### config.mk
export PLATFORM = sky130hd
export DESIGN_NAME = cu_wb_sched_flat
export DESIGN_NICKNAME = d
export VERILOG_FILES = /design/src/rtl/cu_wb_sched_if.sv /design/src/rtl/cu_wb_sched.sv /design/src/flat_wrapper.sv
export SDC_FILE = /design/constraint.sdc
export NUM_CORES = 1
export LEC_CHECK = 0
export ABC_CLOCK_PERIOD_IN_PS = 4090
export BUFFER_PORTS_ARGS = -buffer_cell sky130_fd_sc_hd__buf_4
export CORE_UTILIZATION = 40
export DETAILED_ROUTE_END_ITERATION = 8
export PLACE_DENSITY = 0.6
export RECOVER_POWER = 50
export SLEW_MARGIN = 20
export SYNTH_ARGS = -nofsm -noshare
export SYNTH_HDL_FRONTEND = slang
export SYNTH_SLANG_ARGS = --single-unit
### constraint.sdc
create_clock -name clk_dcd -period 4.09 [get_ports clk_dcd]
set_input_delay 0.409 -clock clk_dcd [delete_from_list [all_inputs] [get_ports clk_dcd]]
set_output_delay 0.409 -clock clk_dcd [all_outputs]
set_load 0.02 [all_outputs]
### src/rtl/cu_wb_sched_if.sv
// Sequencer/unit <-> write-back scheduler bundle; master = sequencer and result units,
// slave = scheduler. Units hold req/wadd until their gnt; sequencer holds issue while stalled.
interface cu_wb_sched_if #(
  parameter int ADDRESS_WIDTH = 4,
  parameter int SIGNAL_WIDTH  = 3
);
  logic                     ps_sch_issue;
  logic [ADDRESS_WIDTH-1:0] ps_sch_wadd;
  logic [ADDRESS_WIDTH-1:0] ps_sch_raddx;
  logic [ADDRESS_WIDTH-1:0] ps_sch_raddy;
  logic                     ps_sch_rxEn;
  logic                     ps_sch_ryEn;

  logic                     alu_sch_req;
  logic                     mul_sch_req;
  logic                     shf_sch_req;
  logic                     bc_sch_req;
  logic [ADDRESS_WIDTH-1:0] alu_sch_wadd;
  logic [ADDRESS_WIDTH-1:0] mul_sch_wadd;
  logic [ADDRESS_WIDTH-1:0] shf_sch_wadd;
  logic [ADDRESS_WIDTH-1:0] bc_sch_wadd;

  logic                     sch_alu_gnt;
  logic                     sch_mul_gnt;
  logic                     sch_shf_gnt;
  logic                     sch_bc_gnt;
  logic [SIGNAL_WIDTH-1:0]  sch_xb_w_cuEn;
  logic                     sch_xb_w_bcEn;
  logic [ADDRESS_WIDTH-1:0] sch_rf_wadd;
  logic                     sch_ps_stall;
  logic                     sch_err;

  modport master (
    output ps_sch_issue, ps_sch_wadd, ps_sch_raddx, ps_sch_raddy, ps_sch_rxEn, ps_sch_ryEn,
    output alu_sch_req, mul_sch_req, shf_sch_req, bc_sch_req,
    output alu_sch_wadd, mul_sch_wadd, shf_sch_wadd, bc_sch_wadd,
    input  sch_alu_gnt, sch_mul_gnt, sch_shf_gnt, sch_bc_gnt,
    input  sch_xb_w_cuEn, sch_xb_w_bcEn, sch_rf_wadd, sch_ps_stall, sch_err
  );

  modport slave (
    input  ps_sch_issue, ps_sch_wadd, ps_sch_raddx, ps_sch_raddy, ps_sch_rxEn, ps_sch_ryEn,
    input  alu_sch_req, mul_sch_req, shf_sch_req, bc_sch_req,
    input  alu_sch_wadd, mul_sch_wadd, shf_sch_wadd, bc_sch_wadd,
    output sch_alu_gnt, sch_mul_gnt, sch_shf_gnt, sch_bc_gnt,
    output sch_xb_w_cuEn, sch_xb_w_bcEn, sch_rf_wadd, sch_ps_stall, sch_err
  );
endinterface

### src/rtl/cu_wb_sched.sv
// RF write-port arbiter (bc first, then round-robin ALU/MUL/SHF) plus RAW/WAW scoreboard.
// Zero-cycle req->gnt; ungranted units hold req/wadd, sequencer is backpressured by sch_ps_stall.
module cu_wb_sched #(
  parameter int ADDRESS_WIDTH = 4,
  parameter int SIGNAL_WIDTH  = 3
) (
  input  logic         clk_dcd,
  input  logic         rst_n,
  cu_wb_sched_if.slave sch
);
  localparam int DEPTH = 2 ** ADDRESS_WIDTH;

  typedef logic [ADDRESS_WIDTH-1:0] addr_t;
  typedef enum logic [1:0] {CU_ALU = 2'd0, CU_MUL = 2'd1, CU_SHF = 2'd2} cu_e;

  logic [DEPTH-1:0]        pend_q, pend_d;
  cu_e                     last_cu_q, last_cu_d;
  logic                    err_q, err_d;
  logic                    gnt_alu, gnt_mul, gnt_shf, gnt_bc, gnt_any;
  logic [SIGNAL_WIDTH-1:0] cu_en;
  addr_t                   rf_wadd;
  logic                    hit_x, hit_y, hit_w;
  logic                    raw_x, raw_y, waw, stall;

  // Nothing is granted while held in reset; bc pre-empts the CU rotation.
  always_comb begin
    gnt_alu   = 1'b0;
    gnt_mul   = 1'b0;
    gnt_shf   = 1'b0;
    gnt_bc    = 1'b0;
    last_cu_d = last_cu_q;
    if (rst_n) begin
      if (sch.bc_sch_req) begin
        gnt_bc = 1'b1;
      end else begin
        case (last_cu_q)
          CU_ALU: begin
            if (sch.mul_sch_req)      gnt_mul = 1'b1;
            else if (sch.shf_sch_req) gnt_shf = 1'b1;
            else if (sch.alu_sch_req) gnt_alu = 1'b1;
          end
          CU_MUL: begin
            if (sch.shf_sch_req)      gnt_shf = 1'b1;
            else if (sch.alu_sch_req) gnt_alu = 1'b1;
            else if (sch.mul_sch_req) gnt_mul = 1'b1;
          end
          default: begin
            if (sch.alu_sch_req)      gnt_alu = 1'b1;
            else if (sch.mul_sch_req) gnt_mul = 1'b1;
            else if (sch.shf_sch_req) gnt_shf = 1'b1;
          end
        endcase
      end
    end
    if (gnt_alu)      last_cu_d = CU_ALU;
    else if (gnt_mul) last_cu_d = CU_MUL;
    else if (gnt_shf) last_cu_d = CU_SHF;
  end

  assign gnt_any = gnt_alu | gnt_mul | gnt_shf | gnt_bc;
  assign cu_en   = {gnt_shf, gnt_mul, gnt_alu};

  always_comb begin
    rf_wadd = '0;
    if (gnt_bc)       rf_wadd = sch.bc_sch_wadd;
    else if (gnt_alu) rf_wadd = sch.alu_sch_wadd;
    else if (gnt_mul) rf_wadd = sch.mul_sch_wadd;
    else if (gnt_shf) rf_wadd = sch.shf_sch_wadd;
  end

  // A register being written this cycle is forwarded by the crossbar, so it is not a hazard.
  always_comb begin
    hit_x = gnt_any && (rf_wadd == sch.ps_sch_raddx);
    hit_y = gnt_any && (rf_wadd == sch.ps_sch_raddy);
    hit_w = gnt_any && (rf_wadd == sch.ps_sch_wadd);
    raw_x = sch.ps_sch_rxEn && pend_q[sch.ps_sch_raddx] && !hit_x;
    raw_y = sch.ps_sch_ryEn && pend_q[sch.ps_sch_raddy] && !hit_y;
    waw   = pend_q[sch.ps_sch_wadd] && !hit_w;
    stall = rst_n && sch.ps_sch_issue && (raw_x || raw_y || waw);
  end

  // Set after clear: a new issue to the register being written leaves it pending.
  always_comb begin
    pend_d = pend_q;
    if (gnt_any) pend_d[rf_wadd] = 1'b0;
    if (sch.ps_sch_issue && !stall) pend_d[sch.ps_sch_wadd] = 1'b1;
    err_d = err_q | (gnt_any & ~pend_q[rf_wadd]);
  end

  always_ff @(posedge clk_dcd or negedge rst_n) begin
    if (!rst_n) begin
      pend_q    <= '0;
      last_cu_q <= CU_SHF;
      err_q     <= 1'b0;
    end else begin
      pend_q    <= pend_d;
      last_cu_q <= last_cu_d;
      err_q     <= err_d;
    end
  end

  assign sch.sch_alu_gnt   = gnt_alu;
  assign sch.sch_mul_gnt   = gnt_mul;
  assign sch.sch_shf_gnt   = gnt_shf;
  assign sch.sch_bc_gnt    = gnt_bc;
  assign sch.sch_xb_w_cuEn = cu_en;
  assign sch.sch_xb_w_bcEn = gnt_bc;
  assign sch.sch_rf_wadd   = rf_wadd;
  assign sch.sch_ps_stall  = stall;
  assign sch.sch_err       = err_q;

  a_onehot: assert property (@(posedge clk_dcd) $onehot0({gnt_bc, gnt_shf, gnt_mul, gnt_alu}));

  // An ungranted requester must keep its request and destination until granted.
  a_alu_hold: assert property (@(posedge clk_dcd) (rst_n && sch.alu_sch_req && !gnt_alu)
    |=> (!rst_n || (sch.alu_sch_req && $stable(sch.alu_sch_wadd))));
  a_mul_hold: assert property (@(posedge clk_dcd) (rst_n && sch.mul_sch_req && !gnt_mul)
    |=> (!rst_n || (sch.mul_sch_req && $stable(sch.mul_sch_wadd))));
  a_shf_hold: assert property (@(posedge clk_dcd) (rst_n && sch.shf_sch_req && !gnt_shf)
    |=> (!rst_n || (sch.shf_sch_req && $stable(sch.shf_sch_wadd))));
  a_bc_hold: assert property (@(posedge clk_dcd) (rst_n && sch.bc_sch_req && !gnt_bc)
    |=> (!rst_n || (sch.bc_sch_req && $stable(sch.bc_sch_wadd))));
endmodule

### src/flat_wrapper.sv
// flat-port wrapper written by rule: the top's interface ports become plain ports
module cu_wb_sched_flat 
#(
  parameter int ADDRESS_WIDTH = 4,
  parameter int SIGNAL_WIDTH  = 3
)
  (clk_dcd, rst_n, sch_ps_sch_issue, sch_ps_sch_wadd, sch_ps_sch_raddx, sch_ps_sch_raddy, sch_ps_sch_rxEn, sch_ps_sch_ryEn, sch_alu_sch_req, sch_mul_sch_req, sch_shf_sch_req, sch_bc_sch_req, sch_alu_sch_wadd, sch_mul_sch_wadd, sch_shf_sch_wadd, sch_bc_sch_wadd, sch_sch_alu_gnt, sch_sch_mul_gnt, sch_sch_shf_gnt, sch_sch_bc_gnt, sch_sch_xb_w_cuEn, sch_sch_xb_w_bcEn, sch_sch_rf_wadd, sch_sch_ps_stall, sch_sch_err);
  cu_wb_sched_if #(.ADDRESS_WIDTH(ADDRESS_WIDTH), .SIGNAL_WIDTH(SIGNAL_WIDTH)) sch_i ();
  input  logic clk_dcd;
  input  logic rst_n;
  input wire logic [$bits(sch_i.ps_sch_issue)-1:0] sch_ps_sch_issue;
  input wire logic [$bits(sch_i.ps_sch_wadd)-1:0] sch_ps_sch_wadd;
  input wire logic [$bits(sch_i.ps_sch_raddx)-1:0] sch_ps_sch_raddx;
  input wire logic [$bits(sch_i.ps_sch_raddy)-1:0] sch_ps_sch_raddy;
  input wire logic [$bits(sch_i.ps_sch_rxEn)-1:0] sch_ps_sch_rxEn;
  input wire logic [$bits(sch_i.ps_sch_ryEn)-1:0] sch_ps_sch_ryEn;
  input wire logic [$bits(sch_i.alu_sch_req)-1:0] sch_alu_sch_req;
  input wire logic [$bits(sch_i.mul_sch_req)-1:0] sch_mul_sch_req;
  input wire logic [$bits(sch_i.shf_sch_req)-1:0] sch_shf_sch_req;
  input wire logic [$bits(sch_i.bc_sch_req)-1:0] sch_bc_sch_req;
  input wire logic [$bits(sch_i.alu_sch_wadd)-1:0] sch_alu_sch_wadd;
  input wire logic [$bits(sch_i.mul_sch_wadd)-1:0] sch_mul_sch_wadd;
  input wire logic [$bits(sch_i.shf_sch_wadd)-1:0] sch_shf_sch_wadd;
  input wire logic [$bits(sch_i.bc_sch_wadd)-1:0] sch_bc_sch_wadd;
  output wire logic [$bits(sch_i.sch_alu_gnt)-1:0] sch_sch_alu_gnt;
  output wire logic [$bits(sch_i.sch_mul_gnt)-1:0] sch_sch_mul_gnt;
  output wire logic [$bits(sch_i.sch_shf_gnt)-1:0] sch_sch_shf_gnt;
  output wire logic [$bits(sch_i.sch_bc_gnt)-1:0] sch_sch_bc_gnt;
  output wire logic [$bits(sch_i.sch_xb_w_cuEn)-1:0] sch_sch_xb_w_cuEn;
  output wire logic [$bits(sch_i.sch_xb_w_bcEn)-1:0] sch_sch_xb_w_bcEn;
  output wire logic [$bits(sch_i.sch_rf_wadd)-1:0] sch_sch_rf_wadd;
  output wire logic [$bits(sch_i.sch_ps_stall)-1:0] sch_sch_ps_stall;
  output wire logic [$bits(sch_i.sch_err)-1:0] sch_sch_err;
  assign sch_i.ps_sch_issue = sch_ps_sch_issue;
  assign sch_i.ps_sch_wadd = sch_ps_sch_wadd;
  assign sch_i.ps_sch_raddx = sch_ps_sch_raddx;
  assign sch_i.ps_sch_raddy = sch_ps_sch_raddy;
  assign sch_i.ps_sch_rxEn = sch_ps_sch_rxEn;
  assign sch_i.ps_sch_ryEn = sch_ps_sch_ryEn;
  assign sch_i.alu_sch_req = sch_alu_sch_req;
  assign sch_i.mul_sch_req = sch_mul_sch_req;
  assign sch_i.shf_sch_req = sch_shf_sch_req;
  assign sch_i.bc_sch_req = sch_bc_sch_req;
  assign sch_i.alu_sch_wadd = sch_alu_sch_wadd;
  assign sch_i.mul_sch_wadd = sch_mul_sch_wadd;
  assign sch_i.shf_sch_wadd = sch_shf_sch_wadd;
  assign sch_i.bc_sch_wadd = sch_bc_sch_wadd;
  assign sch_sch_alu_gnt = sch_i.sch_alu_gnt;
  assign sch_sch_mul_gnt = sch_i.sch_mul_gnt;
  assign sch_sch_shf_gnt = sch_i.sch_shf_gnt;
  assign sch_sch_bc_gnt = sch_i.sch_bc_gnt;
  assign sch_sch_xb_w_cuEn = sch_i.sch_xb_w_cuEn;
  assign sch_sch_xb_w_bcEn = sch_i.sch_xb_w_bcEn;
  assign sch_sch_rf_wadd = sch_i.sch_rf_wadd;
  assign sch_sch_ps_stall = sch_i.sch_ps_stall;
  assign sch_sch_err = sch_i.sch_err;
  cu_wb_sched #(.ADDRESS_WIDTH(ADDRESS_WIDTH), .SIGNAL_WIDTH(SIGNAL_WIDTH)) u_core (.clk_dcd(clk_dcd), .rst_n(rst_n), .sch(sch_i));
endmodule
==> impl_metrics.env, run 1 <==
export IMPL_vias=2203
export IMPL_ir_drop_v=0.000195
export IMPL_dieArea_mm2=0.00559
export IMPL_rsz0062_at_grt="no"
export IMPL_p_leak_uw=0.00102
export IMPL_clock_path_buffers=2
export IMPL_core_mm2=0.00511
export IMPL_synth_seq_cells=19
export IMPL_yosysWarningCount=0
export IMPL_drc=0
export IMPL_worst_pin_slew_ns=0.654
export IMPL_start_kind="primary input"
export IMPL_drtIter0Drc=271
export IMPL_async_flop_share_pct=100
export IMPL_finalSetupViolations=0
export IMPL_status="completed"
export IMPL_dr_pass1_iters=4
export IMPL_wl_um=6650
export IMPL_htreeDepth=1
export IMPL_antenna_left=0
export IMPL_routedWlPerCell_um=18.5
export IMPL_synthAdderAreaFrac_pct=0
export IMPL_synth_area_mm2=0.00212
export IMPL_layout_drive_gt1_share_pct=27.0
export IMPL_netlist_top_cells_area="dfrtp_1 (21%), mux4_2 (17%), o21ai_0 (5.2%)"
export IMPL_synth_cells=250
export IMPL_grt_overflow_total=0
export IMPL_ys_flop_type="dfrtp_1"
export IMPL_nets=327
export IMPL_synth_seq_area_share_pct=22.5
export IMPL_reg2reg_slack_ns=0.76
export IMPL_portBuffers=50
export IMPL_cp_arrival_ns=3.21
export IMPL_grt_pass1_wl_um=10500
export IMPL_ys_top_cells_by_count="nand2_1 (28), o21ai_0 (22), nor2_1 (19)"
export IMPL_syn_avg_cell_area_um2=8.47
export IMPL_hold_path_class="in2async"
export IMPL_antennaDiodeCount=0
export IMPL_tns_ns=0
export IMPL_hpwl_um=5190
export IMPL_period_needed_ns=3.62
export IMPL_io_pins=51
export IMPL_skew_ns=0.00209
export IMPL_antenna_found_initial=0
export IMPL_clkTransAtPathRegs_ns=0.07
export IMPL_cap_viol_max_count=0
export IMPL_reg2regPathDepth=9
export IMPL_nFillCells=525
export IMPL_gp_congestion=0.893
export IMPL_synth_area_mux_share_pct=18.4
export IMPL_slew_headroom_pct=56.4
export IMPL_final_cells=359
export IMPL_numCtsBuffers=3
export IMPL_dp_cells=355
export IMPL_die_h_um=74.8
export IMPL_placed_area_mm2=0.00249
export IMPL_hold_viol=0
export IMPL_synth_compound_area_share_pct=27.0
export IMPL_clock_sinks=19
export IMPL_report_final_slew_viol_count=0
export IMPL_start_util_pct=41.5
export IMPL_synth_top_family_by_area="compound AO/OA/AOI/OAI gates"
export IMPL_cts_resized=0
export IMPL_syn_nets=287
export IMPL_fin_area_mm2=0.00250
export IMPL_cp_max_fo=9
export IMPL_max_freq_mhz=276
export IMPL_cp_required_ns=3.68
export IMPL_synth_top_area_share_pct=21.3
export IMPL_worstSkewPairLatency_ns=0.25
export IMPL_cts_setup_buffers=0
export IMPL_std_cell_rows=26
export IMPL_ctsHoldBuffers=0
export IMPL_grt_pass1_vias=2029
export IMPL_root_buffer="clkbuf_8"
export IMPL_min_period_over_period_pct=88.4
export IMPL_fin_util_pct=49.0
export IMPL_avgViaCountPerCell=6.14
export IMPL_synthSimpleGateAreaFrac_pct=23.0
export IMPL_power_density_mw_per_mm2=393
export IMPL_die_x_um=74.8
export IMPL_synth_largest_area_cell="dfrtp_1"
export IMPL_worstSetupPathType="in2out"
export IMPL_grt_max_degree=25
export IMPL_synthXorXnorAreaFrac_pct=0.827
export IMPL_yosysMostFrequentCell="nand2_1"
export IMPL_yosysUniqueCellTypes=59
export IMPL_grt_util_all_layers_pct=25.0
export IMPL_cp_end_kind="primary output"
export IMPL_cts_tree="built"
export IMPL_syn_to_final_growth_pct=18.2
export IMPL_synth_edf_count=0
stage by stage:
stage          worst slack, ns  hold WS (ns)  total power, uW
6_report                 0.473         0.311              983
3_3_place_gp             0.836         0.465              847
3_5_place_dp             0.766         0.467              852
2_1_floorplan            0.944         0.113              694
5_1_grt                  0.294         0.320             1050
4_1_cts                  0.656         0.192              984
cells by family after synthesis:
kind of cell	after synthesis
buf+inv	33
simple gates	95
compound gates	82
flops	19
xor+xnor	2
mux	19
flip-flops by register name, indices dropped and copies added, names as in the netlist:
signal	count
u_core.pend_q	16
u_core.sch.sch_err	1
u_core.last_cu_q	2
where the power goes:
part	switching, uW	internal, uW	total [uW]	leakage, uW
sequential	109	261	370	0.000225
clock	59.7	69.1	129	0.0000228
combinational	246	239	484	0.000777
critical path, stage by stage:
cell      delay (ns)
clkbuf_1        0.18
and2b_1         0.37
nand2_2         0.14
o22ai_1         0.52
nor2_1          0.18
or3_1           0.49
a311oi_1        0.32
a31oi_1         0.15
nor2_1          0.13
a21boi_0        0.12
buf_4           0.18
path summary, 6_finish.rpt:
| kind | from | endpoint |
|---|---|---|
| max | rst_n | sch_sch_ps_stall |
| min | rst_n | u_core.sch.sch_err |
| max reg2reg | u_core.last_cu_q[1] | u_core.pend_q[11] |
| min reg2reg | u_core.sch.sch_err | u_core.sch.sch_err |
| max in group asynchronous | rst_n | u_core.last_cu_q[1] |
| min in group clk_dcd | sch_alu_sch_req | u_core.last_cu_q[0] |
routing by layer:
metal / GRT usage, % / share of wire, % / wire length, um
met5: 0 / 0 / 0
met4: 4.61 / 0.65 / 43
met3: 2.14 / 7.2 / 477
met2: 39.9 / 48 / 3190
met1: 37.2 / 44 / 2930
placed cells by master, fill, tap and decap left out, types with 3 or more instances in the layout:
cell type and n:
nor2_1 19, o2111ai_1 3, and2_1 5, clkbuf_1 7, nand3_1 7, dfrtp_1 18, clkbuf_8 3, a31oi_1 6
nand2_1 28, nand4_1 12, inv_1 13, nand4b_1 4, mux4_2 16, o21ai_2 4, o221ai_1 3, buf_4 47
o21ai_1 12, mux2i_1 3, o22ai_1 6, or3_1 6, a21oi_1 5, o21ai_0 22
final cells by class:
cell class / count / area, um^2 / area share (%)
multi-input cells: 198 / 1460 / 58.4
inverters: 15 / 56.3 / 2.25
flip-flops and latches: 19 / 477 / 19.0
clock buffers: 4 / 45.0 / 1.80
well taps: 70 / 87.6 / 3.50
repair buffers: 53 / 375 / 15.0
Note: power is estimated with default switching activity, not from simulation.
==> run 2, diff against run 1 <==
--- a/config.mk
+++ b/config.mk
@@ -7,11 +7,12 @@
 export LEC_CHECK = 0
 export ABC_CLOCK_PERIOD_IN_PS = 4090
 export BUFFER_PORTS_ARGS = -buffer_cell sky130_fd_sc_hd__buf_4
-export CORE_UTILIZATION = 40
+export CORE_ASPECT_RATIO = 1.75
+export CORE_UTILIZATION = 54
 export DETAILED_ROUTE_END_ITERATION = 8
-export PLACE_DENSITY = 0.6
+export PLACE_DENSITY = 0.77
 export RECOVER_POWER = 50
-export SLEW_MARGIN = 20
+export SLEW_MARGIN = 10
 export SYNTH_ARGS = -nofsm -noshare
 export SYNTH_HDL_FRONTEND = slang
 export SYNTH_SLANG_ARGS = --single-unit
==> impl_metrics.env, run 2 (synthesis gave the netlist of run 1 again) <==
export IMPL_status="completed"
export IMPL_grt_max_degree=26
export IMPL_dr_pass1_iters=4
export IMPL_power_internal_uw=571
export IMPL_cp_end_kind="primary output"
export IMPL_worstSkewPairLatency_ns=0.26
export IMPL_worst_pin_slew_ns=0.650
export IMPL_cp_num_buf_inv=2
export IMPL_p_comb_share_pct=51.3
export IMPL_pwr_share_clk_pct=13.4
export IMPL_hpwl_um=5390
export IMPL_drc=0
export IMPL_skew_ns=0.000896
export IMPL_reg2reg_slack_ns=0.99
export IMPL_root_buffer="clkbuf_8"
export IMPL_power_density_mw_per_mm2=399
export IMPL_start_util_pct=57.2
export IMPL_hold_path_class="in2async"
export IMPL_avgViaCountPerCell=6.89
export IMPL_top_register="u_core.pend_q"
export IMPL_syn_to_final_growth_pct=16.9
export IMPL_vias=2302
export IMPL_antennaDiodeCount=0
export IMPL_worstSetupPathType="in2out"
export IMPL_fin_ws_ns=0.649
export IMPL_std_cell_rows=29
export IMPL_clock_sinks=19
export IMPL_reg2regPathDepth=9
export IMPL_ir_drop_v=0.000326
export IMPL_worstReg2RegEnd="u_core.pend_q[4]"
export IMPL_finalSetupViolations=0
export IMPL_period_needed_ns=3.44
export IMPL_min_period_over_period_pct=84.1
export IMPL_die_h_um=84.8
export IMPL_layout_drive_gt1_share_pct=27.4
export IMPL_cpPeakStageDelay_ns=0.46
export IMPL_htreeDepth=1
export IMPL_report_final_slew_viol_count=0
export IMPL_switching_power_uw=417
export IMPL_drtIter0Drc=150
export IMPL_hold_viol=0
export IMPL_ctsHoldBuffers=0
export IMPL_die_x_um=49.3
export IMPL_grt_pass1_wl_um=10800
export IMPL_routedWlPerCell_um=20.2
export IMPL_cap_viol_max_count=0
export IMPL_antenna_left=0
export IMPL_cp_arrival_ns=3.03
export IMPL_largest_reg_flops=16
export IMPL_gp_congestion=0.997
export IMPL_grt_util_all_layers_pct=34.7
export IMPL_final_cell_mix="buf_4 (47), nand2_1 (28), o21ai_0 (22), nor2_1 (19), dfrtp_1 (18)"
export IMPL_r2r_start="u_core.last_cu_q[1]"
export IMPL_crit_chain="buf_4 > and2b_1 > nand2_2 > o22ai_2 > nor2_1 > or3_1 > a2bb2oi_1 > a31oi_1 > nor2_1 > a21boi_0 > buf_4"
export IMPL_slew_headroom_pct=56.7
export IMPL_antenna_found_initial=0
export IMPL_layout_commonest_cell="buf_4"
export IMPL_fin_util_pct=66.9
export IMPL_crit_slowest_cell="or3_1"
export IMPL_cts_resized=0
export IMPL_place_worst_setup_slack_ns=0.675
export IMPL_io_pins=51
export IMPL_cpLargestDelayFamily="simple AND/OR/NAND/NOR gates"
export IMPL_swShare_pct=42.2
export IMPL_grt_overflow_total=0
export IMPL_placed_area_mm2=0.00245
export IMPL_portBuffers=50
export IMPL_fin_hold_ws_ns=0.0345
export IMPL_start_kind="primary input"
export IMPL_dieArea_mm2=0.00418
export IMPL_cp_max_fo=25
export IMPL_numCtsBuffers=3
export IMPL_max_freq_mhz=291
export IMPL_nets=326
export IMPL_p_seq_share_pct=35.3
export IMPL_rsz0062_at_grt="no"
export IMPL_tns_ns=0
export IMPL_wl_um=6750
export IMPL_grt_pass1_vias=2301
export IMPL_p_leak_uw=0.00102
export IMPL_cts_tree="built"
export IMPL_fin_area_mm2=0.00247
export IMPL_cp_required_ns=3.68
export IMPL_clkTransAtPathRegs_ns=0.07
export IMPL_cts_setup_buffers=0
export IMPL_clock_path_buffers=2
export IMPL_core_mm2=0.00370
run 2: changes by cell type in the layout (fill, tap and decap cells not counted):
cell / before / now
o22ai_2: 0 / 1
clkbuf_1: 7 / 6
o22ai_1: 6 / 5
run 2: stage by stage:
step	std cells	total power [uW]
5_1_grt	334	1040
6_report	334	988
3_5_place_dp	330	848
3_3_place_gp	330	841
4_1_cts	334	979
2_1_floorplan	250	694
run 2: how the worst max path moves through the flow:
stage	from	to	slack [ns]	cells past startpoint
floorplan	sch_bc_sch_req	sch_sch_ps_stall	0.94	11
global placement	rst_n	sch_sch_ps_stall	0.70	11
detailed placement	rst_n	u_core.pend_q[9]	0.68	10
CTS	rst_n	sch_sch_ps_stall	0.68	11
global route	rst_n	sch_sch_ps_stall	0.40	11
finish	rst_n	sch_sch_ps_stall	0.65	11
run 2: per-layer routing:
metal	GRT usage, %	wire length (um)	part of all wire (%)
met4	28.3	476	7.1
met1	35.8	2260	33
met5	0	0	0
met3	3.58	402	6.0
met2	61.4	3610	54
run 2: layout make-up:
class                   instances  area (um^2)
well taps                      46         57.6
flip-flops and latches         19          477
fillers                       345         1230
repair buffers                 52          372
multi-input cells             198         1470
clock buffers                   4         45.0
inverters                      15         56.3
run 2: worst register-to-register path, cell delays in order, from the launching register on:
cell and delay [ns]:
dfstp_2 0.58, nor2_1 0.08, a21oi_1 0.33, or2_1 0.25, o22ai_1 0.17, or3_1 0.44, a311oi_1 0.31, a31oi_1 0.14
or2_1 0.49, o21ai_1 0.24
run 2: power by group through the flow:
stage                     logic, uW  clock network, uW  registers [uW]
after floorplan                 374                  0             320
after global placement          494                  0             347
after detailed placement        499                  0             349
after CTS                       501                133             345
after global routing            544                140             359
final                           507                132             349
